`config.mk`:
```
export PLATFORM = sky130hd
export DESIGN_NAME = if_id_queue_flat
export DESIGN_NICKNAME = d
export VERILOG_FILES = /design/src/rtl/if_id_queue_pkg.sv /design/src/rtl/if_id_queue_if.sv /design/src/rtl/if_id_queue_store.sv /design/src/rtl/if_id_queue.sv /design/src/flat_wrapper.sv
export SDC_FILE = /design/constraint.sdc
export NUM_CORES = 1
export LEC_CHECK = 0
export CAP_MARGIN = 20
export CELL_PAD_IN_SITES_DETAIL_PLACEMENT = 1
export CELL_PAD_IN_SITES_GLOBAL_PLACEMENT = 1
export CORE_MARGIN = 5
export CORE_UTILIZATION = 41
export DETAILED_ROUTE_END_ITERATION = 8
export PLACE_DENSITY_LB_ADDON = 0.3
export SLEW_MARGIN = 5
export SYNTH_ARGS = -nofsm -noshare
export SYNTH_HDL_FRONTEND = slang
export SYNTH_HIERARCHICAL = 1
export SYNTH_SLANG_ARGS = --single-unit
```
`constraint.sdc`:
```
create_clock -name clk -period 4.4 [get_ports clk]
set_clock_uncertainty 0.1 [all_clocks]
set_input_delay 0.88 -clock clk [delete_from_list [all_inputs] [get_ports clk]]
set_output_delay 0.88 -clock clk [all_outputs]
set_load 0.05 [all_outputs]
```
`src/rtl/if_id_queue_pkg.sv`:
```
// -----------------------------------------------------------------------------
// if_id_queue_pkg
// Shared definitions for the fetch->decode instruction queue:
//   - default NOP encoding and HALT opcode
//   - packed queue entry type (34 bits: instr, incPC, err, branch)
//   - queue run/halt state encoding
//   - helper to recognise a HALT opcode
// -----------------------------------------------------------------------------
package if_id_queue_pkg;

    localparam logic [15:0] NOP_INSTR_DEF = 16'h0800;
    localparam logic [4:0]  HALT_OPC_DEF  = 5'b00000;

    typedef struct packed {
        logic [15:0] instr;
        logic [15:0] incPC;
        logic        err;
        logic        branch;
    } if_id_entry_t;

    typedef enum logic {
        ST_RUN    = 1'b0,
        ST_HALTED = 1'b1
    } q_state_t;

    // Opcode lives in the top five bits of the instruction word.
    function automatic logic is_halt(input logic [15:0] instr, input logic [4:0] opc);
        return (instr[15:11] == opc);
    endfunction

endpackage

```
`src/rtl/if_id_queue_if.sv`:
```
// -----------------------------------------------------------------------------
// if_id_queue_if
// Bundles the fetch-side and decode-side handshakes of the IF/ID queue.
//   master : driven by the environment (fetch + decode + redirect logic)
//   slave  : the queue itself
// Fetch side : f_valid, f_ready, f_instr, f_incPC, f_err, f_branch
// Decode side: d_valid, d_ready, d_instr, d_incPC, d_err, d_branch
// Control    : flush (redirect), halted (intake closed after HALT)
// -----------------------------------------------------------------------------
interface if_id_queue_if;

    logic        f_valid;
    logic        f_ready;
    logic [15:0] f_instr;
    logic [15:0] f_incPC;
    logic        f_err;
    logic        f_branch;
    logic        flush;
    logic        d_valid;
    logic        d_ready;
    logic [15:0] d_instr;
    logic [15:0] d_incPC;
    logic        d_err;
    logic        d_branch;
    logic        halted;

    modport master (
        output f_valid, f_instr, f_incPC, f_err, f_branch, flush, d_ready,
        input  f_ready, d_valid, d_instr, d_incPC, d_err, d_branch, halted
    );

    modport slave (
        input  f_valid, f_instr, f_incPC, f_err, f_branch, flush, d_ready,
        output f_ready, d_valid, d_instr, d_incPC, d_err, d_branch, halted
    );

endinterface

```
`src/rtl/if_id_queue_store.sv`:
```
// -----------------------------------------------------------------------------
// if_id_store
// DEPTH x 34-bit register array holding queued fetch bundles.
//   clk     : clock
//   wr_en   : write wr_data into entry wr_ptr at the rising edge
//   wr_ptr  : write index
//   wr_data : entry to store
//   rd_ptr  : read index
//   rd_data : entry at rd_ptr (combinational read, so the head is visible
//             the cycle after it was written)
// Contents are not reset; the owner tracks occupancy.
// -----------------------------------------------------------------------------
module if_id_store
    import if_id_queue_pkg::*;
#(
    parameter int DEPTH = 2,
    localparam int AW   = $clog2(DEPTH)
) (
    input  logic          clk,
    input  logic          wr_en,
    input  logic [AW-1:0] wr_ptr,
    input  if_id_entry_t  wr_data,
    input  logic [AW-1:0] rd_ptr,
    output if_id_entry_t  rd_data
);

    if_id_entry_t entries [DEPTH];

    for (genvar gi = 0; gi < DEPTH; gi++) begin : g_entry
        if_id_entry_t entry_reg;

        always_ff @(posedge clk) begin
            if (wr_en && (wr_ptr == AW'(gi))) begin
                entry_reg <= wr_data;
            end
        end

        assign entries[gi] = entry_reg;
    end

    assign rd_data = entries[rd_ptr];

endmodule

```
`src/rtl/if_id_queue.sv`:
```
// -----------------------------------------------------------------------------
// if_id_queue
// Registered instruction buffer between fetch and decode. Fetch bundles are
// queued in a small FIFO; the head is presented to decode with valid/ready.
// An empty queue presents NOP_INSTR with zeroed side bands. Enqueuing a HALT
// closes intake until a flush; already queued entries still drain.
//   clk  : clock, all state updates on the rising edge
//   rst  : synchronous active-low reset (0 = reset), priority over flush
//   bus  : if_id_queue_if.slave (fetch handshake, decode handshake, flush,
//          halted)
// f_ready depends only on registered state, never on d_ready, so a full
// queue refuses a push even in a cycle where decode pops.
// -----------------------------------------------------------------------------
module if_id_queue
    import if_id_queue_pkg::*;
#(
    parameter int          DEPTH     = 2,
    parameter logic [15:0] NOP_INSTR = NOP_INSTR_DEF,
    parameter logic [4:0]  HALT_OPC  = HALT_OPC_DEF
) (
    input  logic          clk,
    input  logic          rst,
    if_id_queue_if.slave  bus
);

    localparam int             AW         = $clog2(DEPTH);
    localparam int             CW         = AW + 1;
    localparam logic [CW-1:0]  FULL_COUNT = CW'(DEPTH);

    logic [CW-1:0] count_reg,  count_next;
    logic [AW-1:0] wr_ptr_reg, wr_ptr_next;
    logic [AW-1:0] rd_ptr_reg, rd_ptr_next;
    q_state_t      state_reg,  state_next;

    logic          push;
    logic          pop;
    if_id_entry_t  wr_data;
    if_id_entry_t  head;

    assign bus.f_ready = (count_reg != FULL_COUNT) && (state_reg == ST_RUN);
    assign bus.d_valid = (count_reg != '0);
    assign bus.halted  = (state_reg == ST_HALTED);

    assign push = bus.f_valid && bus.f_ready;
    assign pop  = bus.d_valid && bus.d_ready;

    assign wr_data = '{instr:  bus.f_instr,
                       incPC:  bus.f_incPC,
                       err:    bus.f_err,
                       branch: bus.f_branch};

    // A flush cycle must not leave a stray entry behind, so the write is
    // suppressed as well as the pointer update.
    if_id_store #(
        .DEPTH (DEPTH)
    ) u_store (
        .clk     (clk),
        .wr_en   (push && !bus.flush),
        .wr_ptr  (wr_ptr_reg),
        .wr_data (wr_data),
        .rd_ptr  (rd_ptr_reg),
        .rd_data (head)
    );

    assign bus.d_instr  = bus.d_valid ? head.instr  : NOP_INSTR;
    assign bus.d_incPC  = bus.d_valid ? head.incPC  : 16'h0000;
    assign bus.d_err    = bus.d_valid ? head.err    : 1'b0;
    assign bus.d_branch = bus.d_valid ? head.branch : 1'b0;

    // Next-state: flush wins over any same-cycle push/pop.
    always_comb begin
        count_next  = count_reg;
        wr_ptr_next = wr_ptr_reg;
        rd_ptr_next = rd_ptr_reg;
        state_next  = state_reg;

        if (bus.flush) begin
            count_next  = '0;
            wr_ptr_next = '0;
            rd_ptr_next = '0;
            state_next  = ST_RUN;
        end else begin
            if (push) begin
                wr_ptr_next = wr_ptr_reg + AW'(1);
            end
            if (pop) begin
                rd_ptr_next = rd_ptr_reg + AW'(1);
            end

            unique case ({push, pop})
                2'b10:   count_next = count_reg + CW'(1);
                2'b01:   count_next = count_reg - CW'(1);
                default: count_next = count_reg;
            endcase

            // push already implies RUN, so only the RUN->HALTED arc exists here.
            unique case (state_reg)
                ST_RUN: begin
                    if (push && is_halt(bus.f_instr, HALT_OPC)) begin
                        state_next = ST_HALTED;
                    end
                end
                ST_HALTED: begin
                    state_next = ST_HALTED;
                end
                default: begin
                    state_next = ST_RUN;
                end
            endcase
        end
    end

    always_ff @(posedge clk) begin
        if (!rst) begin
            count_reg  <= '0;
            wr_ptr_reg <= '0;
            rd_ptr_reg <= '0;
            state_reg  <= ST_RUN;
        end else begin
            count_reg  <= count_next;
            wr_ptr_reg <= wr_ptr_next;
            rd_ptr_reg <= rd_ptr_next;
            state_reg  <= state_next;
        end
    end

endmodule

```
`src/flat_wrapper.sv`:
```
// flat-port wrapper written by rule: the top's interface ports become plain ports
module if_id_queue_flat import if_id_queue_pkg::*;
#(
    parameter int          DEPTH     = 2,
    parameter logic [15:0] NOP_INSTR = NOP_INSTR_DEF,
    parameter logic [4:0]  HALT_OPC  = HALT_OPC_DEF
)
  (clk, rst, bus_f_valid, bus_f_instr, bus_f_incPC, bus_f_err, bus_f_branch, bus_flush, bus_d_ready, bus_f_ready, bus_d_valid, bus_d_instr, bus_d_incPC, bus_d_err, bus_d_branch, bus_halted);
  if_id_queue_if bus_i ();
  input  logic clk;
  input  logic rst;
  input wire logic [$bits(bus_i.f_valid)-1:0] bus_f_valid;
  input wire logic [$bits(bus_i.f_instr)-1:0] bus_f_instr;
  input wire logic [$bits(bus_i.f_incPC)-1:0] bus_f_incPC;
  input wire logic [$bits(bus_i.f_err)-1:0] bus_f_err;
  input wire logic [$bits(bus_i.f_branch)-1:0] bus_f_branch;
  input wire logic [$bits(bus_i.flush)-1:0] bus_flush;
  input wire logic [$bits(bus_i.d_ready)-1:0] bus_d_ready;
  output wire logic [$bits(bus_i.f_ready)-1:0] bus_f_ready;
  output wire logic [$bits(bus_i.d_valid)-1:0] bus_d_valid;
  output wire logic [$bits(bus_i.d_instr)-1:0] bus_d_instr;
  output wire logic [$bits(bus_i.d_incPC)-1:0] bus_d_incPC;
  output wire logic [$bits(bus_i.d_err)-1:0] bus_d_err;
  output wire logic [$bits(bus_i.d_branch)-1:0] bus_d_branch;
  output wire logic [$bits(bus_i.halted)-1:0] bus_halted;
  assign bus_i.f_valid = bus_f_valid;
  assign bus_i.f_instr = bus_f_instr;
  assign bus_i.f_incPC = bus_f_incPC;
  assign bus_i.f_err = bus_f_err;
  assign bus_i.f_branch = bus_f_branch;
  assign bus_i.flush = bus_flush;
  assign bus_i.d_ready = bus_d_ready;
  assign bus_f_ready = bus_i.f_ready;
  assign bus_d_valid = bus_i.d_valid;
  assign bus_d_instr = bus_i.d_instr;
  assign bus_d_incPC = bus_i.d_incPC;
  assign bus_d_err = bus_i.d_err;
  assign bus_d_branch = bus_i.d_branch;
  assign bus_halted = bus_i.halted;
  if_id_queue #(.DEPTH(DEPTH), .NOP_INSTR(NOP_INSTR), .HALT_OPC(HALT_OPC)) u_core (.clk(clk), .rst(rst), .bus(bus_i));
endmodule
```
# After elaboration in Yosys (flattened, before gate mapping)
# Cells that the tools add are included.
dict set report op_classes {
  n_addsub 4
  multipliers 0
  n_div 0
  magnitude_cmp 1
  eq_ne 3
  n_shift 0
  mux 10
  bitwise_logic 4
  n_reduce_logical 12
}
# op n
set ops {}
lappend ops {{34-bit two-way mux} 3}
lappend ops {{16-bit two-way mux} 2}
lappend ops {{1-bit logical AND} 7}
lappend ops {{5-bit zero test} 1}
lappend ops {{2-bit one-hot mux with 2 select lines} 1}
lappend ops {{2-bit nonzero test} 2}
lappend ops {{1-bit two-way mux} 3}
lappend ops {{1-bit inverter} 3}
lappend ops {{1-bit adder, second input constant} 2}
lappend ops {{2-bit by 1-bit adder with 2-bit output, second input constant} 1}
lappend ops {{2-bit by 1-bit equality test with 1-bit output, second input constant} 1}
lappend ops {{2-bit equality test, second input constant} 1}
lappend ops {{2-bit >= comparator, second input constant} 1}
lappend ops {{2-bit inequality test, second input constant} 1}
lappend ops {{1-bit inverter with 2-bit output} 1}
lappend ops {{1-bit one-hot mux with 2 select lines} 1}
lappend ops {{2-bit OR reduction} 1}
lappend ops {{2-bit by 1-bit subtractor with 2-bit output, second input constant} 1}
lappend ops {{1-bit zero test} 1}
dict set report totals {
  reg_bits 73
  latch_bits 0
  mem_bits_rw 0
  romBits 0
  input_bits 39
  output_inout_bits 37
  word_cells 46
  mem_count 0
}

# Logic depth before layout (Yosys ltp)
# Gate-level depths: netlist of the first run.
dict set report depth {
  ltp_word 6
  mapped_depth 6
  mapped_depth_nobuf 6
}

# Cells and area by module
# Netlist of the first run, hierarchy kept.
# mod n_inst cells_per_inst area_per_inst_um2 seq_area_each_um2
set modules_own_cells {}
lappend modules_own_cells {if_id_store 1 108 2621.3 2042.0}
lappend modules_own_cells {if_id_queue 1 69 498.0 100.1}

# Worst setup path before layout of the first run
# OpenSTA, ideal clock, no wires.
dict set report synth_path {
  kind {input port to flip-flop}
  start {input port bus_f_valid}
  end {register u_core.u_store.g_entry[0].entry_reg (netlist bit u_core/u_store/entries[34]) (enable)}
  setup_time_ns 0.429
  t_arrival_ns 2.829
  required_time_ns 3.871
  path_slack_ns 1.042
  path_stages 4
  path_buffers 0
  path_cell_list {nand2b_1 or2_1 nor2_1 nor2b_1}
}
dict set report synth_between {
  elab_chain_len 3
}
# item line
set synth_lines {}
lappend synth_lines {{from (decl)} flat_wrapper.sv:12} ;# input wire logic [$bits(bus_i.f_valid)-1:0] bus_f_valid;
lappend synth_lines {{1-bit logical AND} if_id_queue.sv:44} ;# assign push = bus.f_valid && bus.f_ready;
lappend synth_lines {{1-bit logical AND} if_id_queue.sv:58} ;# .wr_en (push && !bus.flush),
lappend synth_lines {{1-bit logical AND} if_id_queue_store.sv:33} ;# if (wr_en && (wr_ptr == AW'(gi))) begin
lappend synth_lines {{to (signal assigned)} if_id_queue_store.sv:34} ;# entry_reg <= wr_data;
lappend synth_lines {{to (decl)} if_id_queue_store.sv:30} ;# if_id_entry_t entry_reg;
# Every way passes these cells.
# A chain may end at the register's enable or synchronous reset.

==> insert_results.sql, run 1 <==
INSERT INTO impl_metrics (metric_group, metric, value, unit) VALUES
('timing', 'report.final.slew_viol_count', '0', ''),
('worst_hold_path', 'worstHoldPathType', 'reg2reg', ''),
('floorplan', 'design.die.area', '9453', 'µm²'),
('timing', 'hold_viol_final', '0', ''),
('flow_run', 'cap_violations', '0', ''),
('power_and_ir_drop', 'power.switching_fraction', '23.40', '%'),
('grt', 'grt_start_max_net_pins', '35', ''),
('logic_synthesis', 'synthesis.area_per_instance', '17.62', 'µm²'),
('timing', 'finalSetupViolCount', '0', ''),
('cts', 'cts_made_buffers', '9', ''),
('critical_path', 'critical_path_arrival', '2.55', 'ns'),
('logic_synthesis', 'number_of_register_bits_inferred_by_synthesis', '73', ''),
('cts', 'cts_buffer_depth', '2', ''),
('timing', 'whs', '0.4333', 'ns'),
('final_layout', 'antenna_fix_cells', '0', ''),
('critical_path', 'reg2reg_from', 'u_core/count_reg[0]', ''),
('timing', 'share_of_the_cycle_needed_by_the_critical_path_after_routing', '80.14', '%'),
('critical_path', 'critPathKind', 'reg2out', ''),
('logic_synthesis', 'synth_largest_type_area_fraction', '65.46', '%'),
('critical_path', 'rr_worst_depth', '5', ''),
('critical_path', 'rrSetupSlack', '1.98', 'ns'),
('floorplan', 'floorplan.initialDensity', '42.55', '%'),
('place', 'portbufs', '75', ''),
('cts', 'cts_root_buf', 'clkbuf_8', ''),
('route', 'via_per_inst', '4.697', ''),
('timing', 'slew-limit-headroom', '41.74', '%'),
('critical_path', 'critPathCapture', 'bus_d_instr[15]', ''),
('power_and_ir_drop', 'clkPwrFrac', '33.1', '%'),
('cts', 'clk_pin_slew', '0.06', 'ns'),
('route', '1st_pass_router_iterations', '4', ''),
('critical_path', 'worst_flop_to_flop_path_endpoint', 'u_core/u_store/entries[38]', ''),
('power_and_ir_drop', 'p_comb_share', '14.7', '%'),
('final_layout', 'area.growth.synth_to_final', '33.05', '%'),
('critical_path', 'crit_start', 'u_core/rd_ptr_reg', ''),
('cts', 'tritoncts', 'yes', ''),
('logic_synthesis', 'syn_nets', '217', ''),
('floorplan', 'coreArea', '7331', 'µm²'),
('cts', 'number_of_gates_resized_after_cts', '0', ''),
('grt', 'grt_pass1_wl', '9.922', 'mm'),
('route', 'detailedRoute.firstIterationViolations', '58', ''),
('route', 'route.vias.total', '1705', ''),
('grt', 'first_global_vias', '1974', ''),
('power_and_ir_drop', 'p_per_area', '365.2', 'nW/µm²'),
('logic_synthesis', 'synth_seq_area_share', '68.67', '%'),
('power_and_ir_drop', 'flop_pwr_share', '52.2', '%'),
('power_and_ir_drop', 'intPower', '1161', 'µW'),
('timing', 'rsz0062_at_grt', 'false', ''),
('power_and_ir_drop', 'static-leakage-power', '0.001484', 'µW'),
('floorplan', 'die_width', '97.23', 'µm'),
('cts', 'tritoncts_num_sinks', '73', ''),
('logic_synthesis', 'synth.lib_cells_used.distinct', '25', ''),
('floorplan', 'fp-row-count', '31', ''),
('final_layout', 'number_of_filler_cells_placed_in_the_layout', '699', ''),
('critical_path', 'critPathRequiredTime', '3.42', 'ns'),
('logic_synthesis', 'cell_taking_the_most_area_after_synthesis', 'edfxtp_1', ''),
('cts', 'htree_levels', '3', ''),
('run_status', 'run_status', 'finished clean', ''),
('timing', 'worst_slew_pin_slew', '0.8739', 'ns'),
('cts', 'worstSkewPairLatency', '0.32', 'ns'),
('place', 'dp_hpwl', '4.348', 'mm'),
('grt', 'gr-total-overflow', '0', ''),
('cts', 'post_cts_buffers', '0', ''),
('grt', 'grtUsageTotal', '13.25', '%'),
('route', 'remaining_drc_errors', '0', ''),
('final_layout', 'largest_reg_flops', '68', ''),
('logic_synthesis', 'yosys_warnings', '6', ''),
('route', 'wl_per_cell', '16.87', 'µm'),
('logic_synthesis', 'mappedNetlistArea', '3119', 'µm²'),
('final_layout', 'multi_input_area', '898.4', 'µm²'),
('grt', 'grt_antenna_before_repair', '0', ''),
('final_layout', 'register_area', '2143', 'µm²');
power by group through the flow:
stage | clock (µW) | combinational (µW) | sequential (µW)
floorplan | 0 | 136 | 803
global placement | 0 | 221 | 805
detailed placement | 0 | 225 | 807
CTS | 519 | 226 | 792
global route | 550 | 236 | 793
finish | 502 | 222 | 791
per-stage QoR:
stage,power [µW],setup slack [ns],instance area (µm²),std cells
2_1_floorplan,938.7,1.042,3119,177
3_3_place_gp,1027,1.185,3959,347
3_5_place_dp,1032,1.163,3959,347
4_1_cts,1537,0.8257,4150,363
5_1_grt,1578,0.7805,4150,363
6_report,1516,0.8737,4150,363
critical path: stages, from the launching register on:
cell	delay (ns)
dfxtp_2	0.78
buf_12	0.26
mux2_2	0.34
and2b_1	0.15
clkdlybuf4s50_1	0.69
cells in the mapped netlist (all sizes together):
master,n
clkbuf,3
edfxtp,68
ha,1
nand2b,2
nand2,1
o21ai,3
nor2,6
or3,2
o31ai,1
nor3,1
a21oi,2
inv,2
xnor2,1
nand3b,1
dfxtp,5
nor2b,20
or2,2
xor2,2
mux2,34
buf,4
and2,1
and2b,15
cell type report:
cell class	instances	area share (%)
tap	99	2.985
timing repair buffer	78	18.93
multi-input combinational	95	21.65
inverter	2	0.1809
clock buffer	13	3.588
clock inverter	3	1.025
sequential	73	51.64
placed cells by master (no fill, tap or decap), types with 4 or more instances in the layout:
cell             Yosys  layout
and2b_1             15      15
clkbuf_8             0      10
clkdlybuf4s50_1      0      75
dfxtp_1              5       4
edfxtp_1            68      68
mux2_2               4       4
mux2_4              30      30
nor2_1               6       5
nor2b_1             20      19
worst min path at each step:
stage	slack, ns	cells after the start	end	from
after floorplan	0.37	2	u_core/wr_ptr_reg	u_core/wr_ptr_reg
after global placement	0.41	2	u_core/bus.halted	u_core/bus.halted
after detailed placement	0.43	2	u_core/wr_ptr_reg	u_core/wr_ptr_reg
after CTS	0.44	2	u_core/wr_ptr_reg	u_core/wr_ptr_reg
after global routing	0.47	2	u_core/wr_ptr_reg	u_core/wr_ptr_reg
final	0.43	2	u_core/wr_ptr_reg	u_core/wr_ptr_reg
cell families after synthesis:
| group | count (synthesis) | share of synthesized area, % |
|---|---|---|
| adder cells (fa/ha/maj) | 1 | 0.4011 |
| AND/OR/NAND/NOR | 51 | 10.27 |
| XOR/XNOR | 3 | 0.8425 |
| multiplexers | 34 | 15.88 |
| flip-flops | 73 | 68.67 |
| AO/OA/AOI/OAI | 6 | 1.043 |
| buffers and inverters | 9 | 2.888 |
layer usage:
metal / global-route usage, % / part of all wire (%)
met1: 15.69 / 42
met2: 23.51 / 53
met3: 3.661 / 3.8
met4: 3.834 / 0.83
met5: 0 / 0
(Power assumes the default switching activity.)
==> run 2, diff against run 1 <==
Settings changed: CORE_UTILIZATION 41 to 37.
Clock period 4.4 ns to 3 ns, I/O delays scaled along.
==> insert_results.sql, run 2 (synthesis gave the netlist of run 1 again) <==
INSERT INTO impl_metrics (metric_group, metric, value, unit) VALUES
('route', '1st_pass_router_iterations', '4', ''),
('floorplan', 'fp-row-count', '33', ''),
('cts', 'worstSkewPairLatency', '0.33', 'ns'),
('cts', 'cts_root_buf', 'clkbuf_8', ''),
('route', 'route.vias.total', '1705', ''),
('power_and_ir_drop', 'vdd_ir_drop_max', '0.2507', 'mV'),
('timing', 'final.min_clock_period', '2.901', 'ns'),
('final_layout', 'layout-drive-gt1-share', '27.44', '%'),
('cts', 'number_of_gates_resized_after_cts', '0', ''),
('place', 'place_area', '3951', 'µm²'),
('timing', 'share_of_the_cycle_needed_by_the_critical_path_after_routing', '96.70', '%'),
('critical_path', 'critical_path_arrival', '2.20', 'ns'),
('cts', 'post_cts_hold_buffer_count', '0', ''),
('critical_path', 'crit_path_start_kind', 'flop', ''),
('timing', 'totalNegativeSetupSlack', '0', 'ns'),
('route', 'routed_wl', '5.955', 'mm'),
('final_layout', 'postLayoutCoreUtil', '49.99', '%'),
('timing', 'rsz0062_at_grt', 'false', ''),
('cts', 'post_cts_buffers', '0', ''),
('cts', 'cts_buffer_depth', '2', ''),
('critical_path', 'rr_worst_depth', '5', ''),
('grt', 'grt_pass1_wl', '9.121', 'mm'),
('grt', 'grt_antenna_before_repair', '0', ''),
('route', 'wl_per_cell', '16.05', 'µm'),
('grt', 'gr-total-overflow', '0', ''),
('grt', 'grtUsageTotal', '11.80', '%'),
('critical_path', 'timing.critical_path.slowest_cell_delay', '0.69', 'ns'),
('place', 'gp_congestion', '0.6916', ''),
('timing', 'finalSetupViolCount', '0', ''),
('place', 'placed_cells', '355', ''),
('final_layout', 'final_design_area_no_fill', '4108', 'µm²'),
('final_layout', 'finalNonFillerCells', '371', ''),
('cts', 'tritoncts', 'yes', ''),
('timing', 'report.final.slew_viol_count', '0', ''),
('timing', 'worst_slew_pin_slew', '0.5079', 'ns'),
('critical_path', 'critPathKind', 'reg2out', ''),
('cts', 'clk_pin_slew', '0.07', 'ns'),
('critical_path', 'worst-path-stages', '4', ''),
('final_layout', 'antenna_fix_cells', '0', ''),
('critical_path', 'timing.critical_path.to_type', 'output port', ''),
('route', 'via_per_inst', '4.596', ''),
('critical_path', 'cp_max_fo', '11', ''),
('worst_hold_path', 'worstHoldPathType', 'reg2reg', ''),
('timing', 'whs', '0.4328', 'ns'),
('cts', 'htree_levels', '3', ''),
('power_and_ir_drop', 'static-leakage-power', '0.001537', 'µW'),
('final_layout', 'largest_reg_flops', '68', ''),
('timing', 'maximum_clock_frequency', '0.3447', 'GHz'),
('route', 'detailedRoute.firstIterationViolations', '29', ''),
('final_layout', 'finish.net_count', '301', ''),
('route', 'drtAntennaViolNets', '0', ''),
('grt', 'grt_start_max_net_pins', '36', ''),
('power_and_ir_drop', 'p_per_area', '509.7', 'nW/µm²'),
('flow_run', 'cap_violations', '0', ''),
('floorplan', 'die_width', '101.8', 'µm'),
('cts', 'tritoncts_num_sinks', '73', ''),
('final_layout', 'final_common_cell', 'edfxtp_1', ''),
('critical_path', 'worst_path_buf_inv', '2', ''),
('critical_path', 'path_delay_family', 'buffers and inverters', ''),
('timing', 'hold_viol_final', '0', ''),
('place', 'portbufs', '75', ''),
('floorplan', 'coreArea', '8217', 'µm²'),
('final_layout', 'leading_cell_types_in_the_layout_fill_and_taps_excluded', 'edfxtp_1, clkdlybuf4s50_1, mux2_4, buf_4, nor2b_1', ''),
('floorplan', 'design.die.area', '10370', 'µm²'),
('critical_path', 'critical_path.slowest_cell', 'clkdlybuf4s50_1', ''),
('floorplan', 'floorplan.initialDensity', '37.96', '%'),
('floorplan', 'chipHeight', '101.8', 'µm'),
('floorplan', 'io_pins', '76', ''),
('critical_path', 'critPathRequiredTime', '2.30', 'ns'),
('timing', 'slew-limit-headroom', '66.08', '%'),
('cts', 'cts_made_buffers', '9', ''),
('route', 'remaining_drc_errors', '0', ''),
('final_layout', 'area.growth.synth_to_final', '31.69', '%'),
('run_status', 'run_status', 'finished clean', ''),
('place', 'dp_hpwl', '4.022', 'mm'),
('critical_path', 'worst_path_cell_trace', 'buf_4 > mux2_4 > and2b_1 > clkdlybuf4s50_1', ''),
('worst_hold_path', 'min_delay_path_depth', '2', ''),
('grt', 'first_global_vias', '1895', '');
==> run 2: cell types whose count changed in the layout (fill, tap and decap cells not counted), moves of 2 or more <==
cell,before,now
clkdlybuf4s50_1,75,57
clkinv_2,1,3
buf_4,2,20
clkinv_1,0,2
==> run 2: layer usage <==
layer	vias up	GRT usage (%)	share of wire, %	wire length [µm]
li1	811	-	-	-
met1	843	13.21	39	2302
met2	40	21.38	55	3266
met3	11	2.799	4.9	294
met4	0	5.146	1.5	91
met5	-	0	0	0
==> run 2: where the power goes <==
part           internal [µW]  leakage (µW)  switching (µW)
combinational            147      0.000789             179
sequential              1150      0.000665            10.4
clock                    291     0.0000819             320
==> run 2: final cells by class <==
cell class | count | area [µm²]
clock buffers | 11 | 131.4
clock inverters | 5 | 22.52
fillers | 805 | 4109
inverters | 2 | 7.507
multi-input cells | 95 | 898.4
flip-flops and latches | 73 | 2143
well taps | 105 | 131.4
repair buffers | 80 | 773.2
==> run 2: path summary, 6_finish.rpt <==
path / slack [ns] / from / end
setup / recovery: 0.1 / u_core/rd_ptr_reg / bus_d_instr[3]
hold / removal: 0.43 / u_core/bus.halted / u_core/bus.halted
setup reg to reg: 1.16 / u_core/count_reg[0] / u_core/count_reg[1]
hold reg to reg: 0.43 / u_core/bus.halted / u_core/bus.halted
==> run 2: worst register-to-register path: stages (launching register included) <==
cell and delay [ns]:
dfxtp_1 0.44, nor2b_1 0.13, or2_1 0.29, ha_1 0.35
or3_1 0.35, a21oi_1 0.13
==> run 2: stage by stage <==
| stage | total power, µW | setup WS [ns] |
|---|---|---|
| 2_1_floorplan | 1376 | 0.5101 |
| 3_3_place_gp | 1506 | 0.4419 |
| 3_5_place_dp | 1512 | 0.4256 |
| 6_report | 2094 | 0.09908 |
| 5_1_grt | 2194 | 0.001247 |
| 4_1_cts | 2128 | 0.05846 |
